`config.mk`:
```
export PLATFORM = sky130hd
export DESIGN_NAME = fc_sequencer
export DESIGN_NICKNAME = d
export VERILOG_FILES = /design/src/rtl/fc_pkg.sv /design/src/rtl/fc_mac.sv /design/src/rtl/fc_sequencer.sv
export SDC_FILE = /design/constraint.sdc
export NUM_CORES = 2
export LEC_CHECK = 0
export ABC_AREA = 1
export CELL_PAD_IN_SITES_DETAIL_PLACEMENT = 1
export CELL_PAD_IN_SITES_GLOBAL_PLACEMENT = 1
export CORE_MARGIN = 3
export CORE_UTILIZATION = 50
export CTS_BUF_LIST = sky130_fd_sc_hd__clkbuf_8
export CTS_CLUSTER_DIAMETER = 80
export DETAILED_ROUTE_END_ITERATION = 8
export HOLD_SLACK_MARGIN = 0.05
export PLACE_DENSITY_LB_ADDON = 0.3
export SLEW_MARGIN = 25
export SYNTH_ARGS = -nofsm -noshare
export SYNTH_HDL_FRONTEND = slang
export SYNTH_HIERARCHICAL = 1
export SYNTH_SLANG_ARGS = --single-unit
export TNS_END_PERCENT = 1
```
`constraint.sdc`:
```
create_clock -name clk -period 8.4 [get_ports clk]
set_input_delay 1.68 -clock clk [delete_from_list [all_inputs] [get_ports clk]]
set_output_delay 1.68 -clock clk [all_outputs]
set_load 0.01 [all_outputs]
```
`src/rtl/fc_pkg.sv`:
```
// Shared definitions for the fully-connected stage sequencer: datapath widths,
// FSM state encoding and the output saturation helper.
package fc_pkg;

  localparam int unsigned DATA_W    = 45;   // unsigned pooled activation
  localparam int unsigned WEIGHT_W  = 32;   // signed weight / bias
  localparam int unsigned OUT_W     = 32;   // signed class score
  localparam int unsigned N_IN_MAX  = 1152; // largest supported inputs per class
  localparam int unsigned PROD_W    = WEIGHT_W + DATA_W + 1;
  // Headroom for N_IN_MAX products, so the accumulator can never overflow.
  localparam int unsigned ACC_W     = PROD_W + $clog2(N_IN_MAX);

  localparam logic signed [OUT_W-1:0] SCORE_MIN = {1'b1, {(OUT_W-1){1'b0}}};
  localparam logic signed [OUT_W-1:0] SCORE_MAX = {1'b0, {(OUT_W-1){1'b1}}};

  typedef enum logic [2:0] {
    IDLE,
    RUN,
    DRAIN,
    WRITE,
    DONE
  } fc_state_t;

  // Clamp an accumulator-width value into the signed OUT_W range.
  function automatic logic signed [OUT_W-1:0] saturate(input logic signed [ACC_W-1:0] v);
    logic signed [OUT_W-1:0] r;
    // The value fits when every bit above the result sign bit matches it.
    if (v[ACC_W-1:OUT_W-1] == {(ACC_W-OUT_W+1){v[ACC_W-1]}}) begin
      r = v[OUT_W-1:0];
    end else if (v[ACC_W-1]) begin
      r = SCORE_MIN;
    end else begin
      r = SCORE_MAX;
    end
    return r;
  endfunction

endpackage

```
`src/rtl/fc_mac.sv`:
```
// Registered signed multiply-accumulate used by fc_sequencer.
// Ports:
//   clk, rst_n   clock, async active-low reset (clears the accumulator)
//   clr_i        synchronous clear (wins over en_i)
//   en_i         add a_i * w_i into the accumulator this cycle
//   a_i          unsigned activation, treated as non-negative
//   w_i          signed weight
//   acc_o        accumulator value
module fc_mac
  import fc_pkg::*;
(
  input  logic                       clk,
  input  logic                       rst_n,
  input  logic                       clr_i,
  input  logic                       en_i,
  input  logic [DATA_W-1:0]          a_i,
  input  logic signed [WEIGHT_W-1:0] w_i,
  output logic signed [ACC_W-1:0]    acc_o
);

  logic signed [PROD_W-1:0] prod;
  logic signed [ACC_W-1:0]  acc_d, acc_q;

  // Zero-extend the activation by one bit so it multiplies as a positive signed value.
  assign prod = PROD_W'(w_i) * PROD_W'($signed({1'b0, a_i}));

  // Next accumulator value.
  always_comb begin
    acc_d = acc_q;
    if (clr_i) begin
      acc_d = '0;
    end else if (en_i) begin
      acc_d = acc_q + ACC_W'(prod);
    end
  end

  // Accumulator register.
  always_ff @(posedge clk or negedge rst_n) begin
    if (!rst_n) begin
      acc_q <= '0;
    end else begin
      acc_q <= acc_d;
    end
  end

  assign acc_o = acc_q;

endmodule

```
`src/rtl/fc_sequencer.sv`:
```
// Time-multiplexed fully-connected stage: walks the pool buffer and weight ROM
// one pair per cycle through a single MAC, emits one saturated score per class
// and tracks the running argmax (ties keep the lower class index).
// Optional feature macro: FC_BIAS_EN adds a per-class bias memory (b_addr/b_data)
// whose value is added to the accumulator before shifting and saturation.
// Ports:
//   clk, rst_n             clock, async active-low reset (aborts a run)
//   start                  one-cycle request, accepted only when idle
//   busy                   high while a run is in progress
//   pool_addr / pool_data  activation memory, 1-cycle read latency
//   w_addr / w_data        weight memory (class*N_IN + idx), 1-cycle latency
//   b_addr / b_data        bias memory (FC_BIAS_EN only), 1-cycle latency
//   res_valid              one-cycle pulse per class with res_class / res_data
//   argmax                 best class so far, final when done pulses
//   done                   one-cycle pulse after the last class
module fc_sequencer
  import fc_pkg::*;
#(
  parameter int unsigned N_IN      = 1152,
  parameter int unsigned N_CLASS   = 10,
  parameter int unsigned OUT_SHIFT = 0
) (
  input  logic                                clk,
  input  logic                                rst_n,
  input  logic                                start,
  output logic                                busy,
  output logic [$clog2(N_IN)-1:0]             pool_addr,
  input  logic [DATA_W-1:0]                   pool_data,
  output logic [$clog2(N_IN*N_CLASS)-1:0]     w_addr,
  input  logic signed [WEIGHT_W-1:0]          w_data,
`ifdef FC_BIAS_EN
  output logic [$clog2(N_CLASS)-1:0]          b_addr,
  input  logic signed [WEIGHT_W-1:0]          b_data,
`endif
  output logic                                res_valid,
  output logic [$clog2(N_CLASS)-1:0]          res_class,
  output logic signed [OUT_W-1:0]             res_data,
  output logic [$clog2(N_CLASS)-1:0]          argmax,
  output logic                                done
);

  localparam int unsigned PA_W = $clog2(N_IN);
  localparam int unsigned WA_W = $clog2(N_IN*N_CLASS);
  localparam int unsigned CL_W = $clog2(N_CLASS);

  fc_state_t               state_d, state_q;
  logic [CL_W-1:0]         cls_d, cls_q;
  logic [PA_W-1:0]         idx_d, idx_q;
  logic [WA_W-1:0]         waddr_d, waddr_q;
  logic                    rd_valid_d, rd_valid_q;
  logic                    busy_d, busy_q;
  logic                    res_valid_d, res_valid_q;
  logic [CL_W-1:0]         res_class_d, res_class_q;
  logic signed [OUT_W-1:0] res_data_d, res_data_q;
  logic [CL_W-1:0]         argmax_d, argmax_q;
  logic signed [OUT_W-1:0] best_d, best_q;
  logic                    done_d, done_q;
`ifdef FC_BIAS_EN
  logic [CL_W-1:0]         baddr_d, baddr_q;
`endif

  logic                    mac_clr;
  logic signed [ACC_W-1:0] acc;
  logic signed [ACC_W-1:0] acc_biased;
  logic signed [ACC_W-1:0] acc_shifted;
  logic signed [OUT_W-1:0] score;
  logic                    last_idx;
  logic                    last_cls;

  // Accumulator starts clean for every run and every class.
  assign mac_clr = ((state_q == IDLE) && start) || (state_q == WRITE);

  fc_mac u_mac (
    .clk   (clk),
    .rst_n (rst_n),
    .clr_i (mac_clr),
    .en_i  (rd_valid_q),
    .a_i   (pool_data),
    .w_i   (w_data),
    .acc_o (acc)
  );

  // Class score as seen during WRITE.
`ifdef FC_BIAS_EN
  assign acc_biased = acc + ACC_W'(b_data);
`else
  assign acc_biased = acc;
`endif
  assign acc_shifted = acc_biased >>> OUT_SHIFT;
  assign score       = saturate(acc_shifted);

  assign last_idx = (idx_q == PA_W'(N_IN - 1));
  assign last_cls = (cls_q == CL_W'(N_CLASS - 1));

  // Next-state and registered-output logic.
  always_comb begin
    state_d     = state_q;
    cls_d       = cls_q;
    idx_d       = idx_q;
    waddr_d     = waddr_q;
    rd_valid_d  = 1'b0;
    busy_d      = busy_q;
    res_valid_d = 1'b0;
    res_class_d = res_class_q;
    res_data_d  = res_data_q;
    argmax_d    = argmax_q;
    best_d      = best_q;
    done_d      = 1'b0;
`ifdef FC_BIAS_EN
    baddr_d     = baddr_q;
`endif

    unique case (state_q)
      IDLE: begin
        if (start) begin
          state_d  = RUN;
          cls_d    = '0;
          idx_d    = '0;
          waddr_d  = '0;
          busy_d   = 1'b1;
          best_d   = SCORE_MIN;
          argmax_d = '0;
`ifdef FC_BIAS_EN
          baddr_d  = '0;
`endif
        end
      end

      RUN: begin
        // Address issued this cycle returns data next cycle.
        rd_valid_d = 1'b1;
        if (last_idx) begin
          state_d = DRAIN;
        end else begin
          idx_d   = idx_q + PA_W'(1);
          waddr_d = waddr_q + WA_W'(1);
        end
      end

      DRAIN: begin
        state_d = WRITE;
      end

      WRITE: begin
        res_valid_d = 1'b1;
        res_class_d = cls_q;
        res_data_d  = score;
        if (score > best_q) begin
          best_d   = score;
          argmax_d = cls_q;
        end
        idx_d = '0;
        if (last_cls) begin
          state_d = DONE;
        end else begin
          state_d = RUN;
          cls_d   = cls_q + CL_W'(1);
          waddr_d = waddr_q + WA_W'(1);
`ifdef FC_BIAS_EN
          baddr_d = cls_q + CL_W'(1);
`endif
        end
      end

      DONE: begin
        done_d  = 1'b1;
        busy_d  = 1'b0;
        state_d = IDLE;
      end

      default: begin
        state_d = IDLE;
      end
    endcase
  end

  // State and output registers.
  always_ff @(posedge clk or negedge rst_n) begin
    if (!rst_n) begin
      state_q     <= IDLE;
      cls_q       <= '0;
      idx_q       <= '0;
      waddr_q     <= '0;
      rd_valid_q  <= 1'b0;
      busy_q      <= 1'b0;
      res_valid_q <= 1'b0;
      res_class_q <= '0;
      res_data_q  <= '0;
      argmax_q    <= '0;
      best_q      <= '0;
      done_q      <= 1'b0;
`ifdef FC_BIAS_EN
      baddr_q     <= '0;
`endif
    end else begin
      state_q     <= state_d;
      cls_q       <= cls_d;
      idx_q       <= idx_d;
      waddr_q     <= waddr_d;
      rd_valid_q  <= rd_valid_d;
      busy_q      <= busy_d;
      res_valid_q <= res_valid_d;
      res_class_q <= res_class_d;
      res_data_q  <= res_data_d;
      argmax_q    <= argmax_d;
      best_q      <= best_d;
      done_q      <= done_d;
`ifdef FC_BIAS_EN
      baddr_q     <= baddr_d;
`endif
    end
  end

  assign busy      = busy_q;
  assign pool_addr = idx_q;
  assign w_addr    = waddr_q;
  assign res_valid = res_valid_q;
  assign res_class = res_class_q;
  assign res_data  = res_data_q;
  assign argmax    = argmax_q;
  assign done      = done_q;
`ifdef FC_BIAS_EN
  assign b_addr    = baddr_q;
`endif

endmodule

```
Word level (Yosys, flattened, before mapping)
Cells that the tools add are included.
Storage, ports and cells
  word-level logic and storage cells: 72
  input bits: 80
  bits in registers: 197
  output and inout bits: 68
Operators by class
  $mul: 1
  magnitude comparators: 1
  eq/ne operators: 12
  $add $sub $neg: 4
  reduce and logical (&&, ||, !) cells: 13
  multiplexer cells: 28
Operator list (count)
  $mux 89: 2
  $mux 32: 4
  $add 89x78->89: 1
  $mul 32x46->78: 1
  $pmux 32 s2: 1
  $eq 57x57->1: 1
  $mux 14: 3
  $pmux 14 s3: 1
  $pmux 11 s3: 1
  $gt 32x32->1: 1
  $mux 11: 2
  $pmux 4 s2: 2
  $add 14x1->14 const B: 1
  $mux 4: 3
  $pmux 3 s4: 1
  $add 11x1->11 const B: 1
  $eq 11x11->1 const B: 1
  $mux 3: 3
  $reduce_and 3->1: 3
  $ne 2x2->1 const B: 4
  $eq 3x2->1 const B: 2
  $reduce_bool 2->1: 3
  $add 4x1->4 const B: 1
  $eq 4x4->1 const B: 1
  11 further kinds: 15

Depth between registers and ports, before layout
  depth after elaboration: 5
  mapped depth: 34
  depth with buffers taken out: 32

Hierarchy
Netlist, hierarchy kept.
Modules (own cells, without submodules)
  fc_mac: area an instance 56222.7 um2, times used 1, cells an instance 7441, seq. area each 2227.1 um2
  fc_sequencer: area an instance 6682.7 um2, times used 1, cells an instance 874, seq. area each 2702.6 um2

Worst setup path before layout
No wires, ideal clock.
  path type: input to register
  start: input port w_data[8]
  end: register u_mac.acc_q[71], in the netlist u_mac/acc_o[71]
  setup time: 0.117 ns
  stages: 27
  buffers on the path: 2
  path slack: 0.483 ns
  required time: 8.283 ns
  arrival time: 7.800 ns
  cell sequence: clkbuf_1 -> clkbuf_1 -> nand2_1 -> fa_1 -> inv_1 -> fa_1 -> fa_1 -> inv_1 -> fa_1 -> inv_1 -> fa_1 -> fa_1 -> fa_1 -> inv_1 -> fa_1 -> inv_1 -> ha_1 -> nand2_2 -> nor2_2 -> nand2_1 -> inv_1 -> a21oi_1 -> nor2_1 -> nor2_1 -> nand3_1 -> nand3_1 -> nand2_1
On the way
  cells in the longest elaborated chain, start to end: 4
RTL lines
  from (decl): line fc_sequencer.sv:30  | input logic signed [WEIGHT_W-1:0] w_data,
  $mul 32x46->78: line fc_mac.sv:25  | assign prod = PROD_W'(w_i) * PROD_W'($signed({1'b0, a_i}));
  $add 89x78->89: line fc_mac.sv:33  | acc_d = acc_q + ACC_W'(prod);
  $mux 89: line fc_mac.sv:32  | end else if (en_i) begin
  $mux 89: line fc_mac.sv:30  | if (clr_i) begin
  to (signal assigned): line fc_mac.sv:40  | acc_q <= '0;
  to (signal assigned): line fc_mac.sv:42  | acc_q <= acc_d;
  to (decl): line fc_mac.sv:22  | logic signed [ACC_W-1:0] acc_d, acc_q;
Every way passes these cells. The select of a mux whose other input is x is not followed.
A chain may end at the register's enable or synchronous reset.

Worst setup path in the final report
  start: input port pool_data[12]
  end: register u_mac.acc_q[69], in the netlist u_mac/acc_o[69]
On the way
  cells in the longest elaborated chain, start to end: 4
RTL lines
  from (decl): line fc_sequencer.sv:28  | input logic [DATA_W-1:0] pool_data,
  $mul 32x46->78: line fc_mac.sv:25
  $add 89x78->89: line fc_mac.sv:33
  $mux 89: line fc_mac.sv:32
  $mux 89: line fc_mac.sv:30
Every way passes these cells. The select of a mux whose other input is x is not followed.

==> out/metrics.yaml <==
run_status:
  status: "finished clean"
critical_path:
  critPathKind: "in -> reg"
  crit_top_cell: "nand2_1"
  cp.arrival_ns: 8.82
  critPathLaunchType: "input port"
  slowest_delay_ns: 0.65
  worstPathRequired_ns: 8.84
  cp-end-kind: "register"
  slowest_stage: "fa_2"
  critPathMaxFanout: 12
clock_tree:
  root_buffer: "clkbuf_8"
  clockBufferDepth: 2
  ctsHtreeMaxLevel: 4
  cts.sinks: 197
  ctsHoldBuffers: 0
  numCtsBuffers: 17
  clock_latency_ns: 0.56
  clkTransAtPathRegs_ns: 0.12
  cts_tree: "yes"
job:
  max_cap_violations: 0
global_route:
  grt_first_pass_wirelength_mm: 366
  grt_overflow: 0
  grt_pass1_vias: 65100
  antenna_found_initial: 1
  grt_max_degree: 118
  track_usage: 0.366
timing:
  max_slew_margin: 0.406
  rsz0062_at_grt: "yes"
  skew_ns: 0.0322
  max_freq_mhz: 119
  finalMaxSlewViolations: 0
  fin_crit_sh: 0.998
  setup_violations: 0
  setup_tns_ns: 0
  hold_viol: 0
  period_minus_slack_ns: 8.38
  worst_pin_slew_ns: 0.891
logic_synthesis:
  netlist_instances: 8315
  synthMostInstantiatedCell: "inv_1"
  ys_seq_area_frac: 0.0784
  synth-warning-count: 6
  synth_area_leader_cell: "fa_1"
  synthArstFlopShare: 1.00
  syn_nets: 10200
  syn_area_per_cell_um2: 7.57
  ys_top_cells_by_count: "2493 x inv_1, 2414 x nand2_1, 1366 x fa_1, 389 x ha_1, 314 x clkbuf_1"
  yosys.cell_types.count: 48
  ys_top_cells_by_area: "fa_1 43%, inv_1 15%, nand2_1 14%"
  synth_edf_count: 0
  yosys_register_bits: 197
  syn_area_mm2: 0.0629
  ys.flop_type: "dfrtp_1"
  synth_top_area_frac: 0.435
detailed_routing:
  ant_nets: 0
  via_per_inst: 5.40
  wire_per_inst_um: 22.9
  routed_wl_mm: 237
  route.vias.total: 55800
  dr.pass1.iters: 5
  drt_iter0_markers: 3479
  drc_errors: 0
final_layout:
  final_cell_count_no_fill: 10300
  n_fill_cell: 15600
  multi_input_area_mm2: 0.0480
  design_area_mm2: 0.0717
  fin_nets: 10500
  regArea_mm2: 0.00493
  drive_gt1_frac: 0.113
  utilization: 0.577
  areaGrowthSynthToFinish_pct: 13.9
worst_hold_path:
  hold_class: "reg -> reg"
floorplanning:
  coreArea_mm2: 0.124
  fp-row-count: 129
  dieArea_mm2: 0.130
  initial_utilization: 0.506
  dieWidth_um: 361
  die_y_um: 361
  ios: 148
placed_design:
  place_area_mm2: 0.0701
  place.detailed.hpwl_mm: 206
  port_buffers: 147
  gp_congestion: 0.943
  place_inst: 10300
path summary, 6_finish.rpt:
kind	cells after the start	slack [ns]	from	end
min in group asynchronous	1	1.17	rst_n	w_addr[5]
max in group asynchronous	2	5.98	rst_n	u_mac/acc_o[42]
worst min-delay path	1	0.49	w_addr[2]	w_addr[2]
worst min register to register	1	0.49	w_addr[2]	w_addr[2]
worst max-delay path	28	0.02	pool_data[12]	u_mac/acc_o[69]
worst max register to register	32	1.35	u_mac/acc_o[23]	u_mac/acc_o[84]
kinds of logic after synthesis:
| logic type | count (synthesis) | share of synthesized area |
|---|---|---|
| buf+inv | 2872 | 0.173 |
| flops | 197 | 0.0784 |
| compound gates | 320 | 0.0282 |
| simple gates | 3152 | 0.206 |
| fa+ha+maj | 1755 | 0.512 |
| xor+xnor | 19 | 0.00265 |
critical path, delay by kind of cell:
kind                       cells  cell delay [ns]
adders and majority gates      9             4.44
and+or+nand+nor               12             1.24
buffers and inverters          6             1.15
AOI/OAI and AO/OA              1             0.27
state kept, by name, summed over array words and instances, names as in the netlist, 3 cells and up:
register     flops
pool_addr       11
state_q          3
w_addr          14
res_data        32
argmax           4
best_q          32
cls_q            4
res_class        4
u_mac/acc_o     89
layout by cell type, fill, tap and decap left out, types with 56 or more instances in the layout:
| cell type | n |
|---|---|
| inv_1 | 2492 |
| nand2_1 | 2369 |
| fa_1 | 1341 |
| buf_4 | 421 |
| ha_1 | 356 |
| nor2_1 | 250 |
| dfrtp_1 | 197 |
| nand3_1 | 162 |
| clkdlybuf4s50_1 | 114 |
| nand2_2 | 106 |
| a21oi_1 | 104 |
| buf_12 | 95 |
| o21ai_0 | 85 |
| nor2_2 | 56 |
area by class of cell:
class                           instances  area share
Antenna cell                            1   0.0000349
Clock buffer                           17     0.00326
Sequential cell                       197      0.0688
Tap cell                             1637      0.0286
Clock inverter                         15     0.00318
Multi-Input combinational cell       5246       0.670
Inverter                             2525       0.132
Timing Repair Buffer                  692      0.0940
per-stage QoR:
stage	setup slack (ns)	hold slack, ns
3_5_place_dp	-0.742	0.468
5_1_grt	-0.135	0.520
4_1_cts	-0.0266	0.487
6_report	0.0200	0.490
3_3_place_gp	-0.567	0.464
2_1_floorplan	0.483	0.475
metal layers:
| layer | GRT usage | share of wire |
|---|---|---|
| met5 | 0 | 0 |
| met4 | 0.206 | 0.069 |
| met3 | 0.0428 | 0.053 |
| met2 | 0.665 | 0.52 |
| met1 | 0.416 | 0.36 |
repair_timing:
action                     CTS  global route
resized for setup           18           229
pin swaps                    5            56
setup endpoints to repair   19            66
buffers inserted             0             6
Power is not shown: default switching activity piles up to over one toggle a cycle in this logic, so the estimate is an artifact.
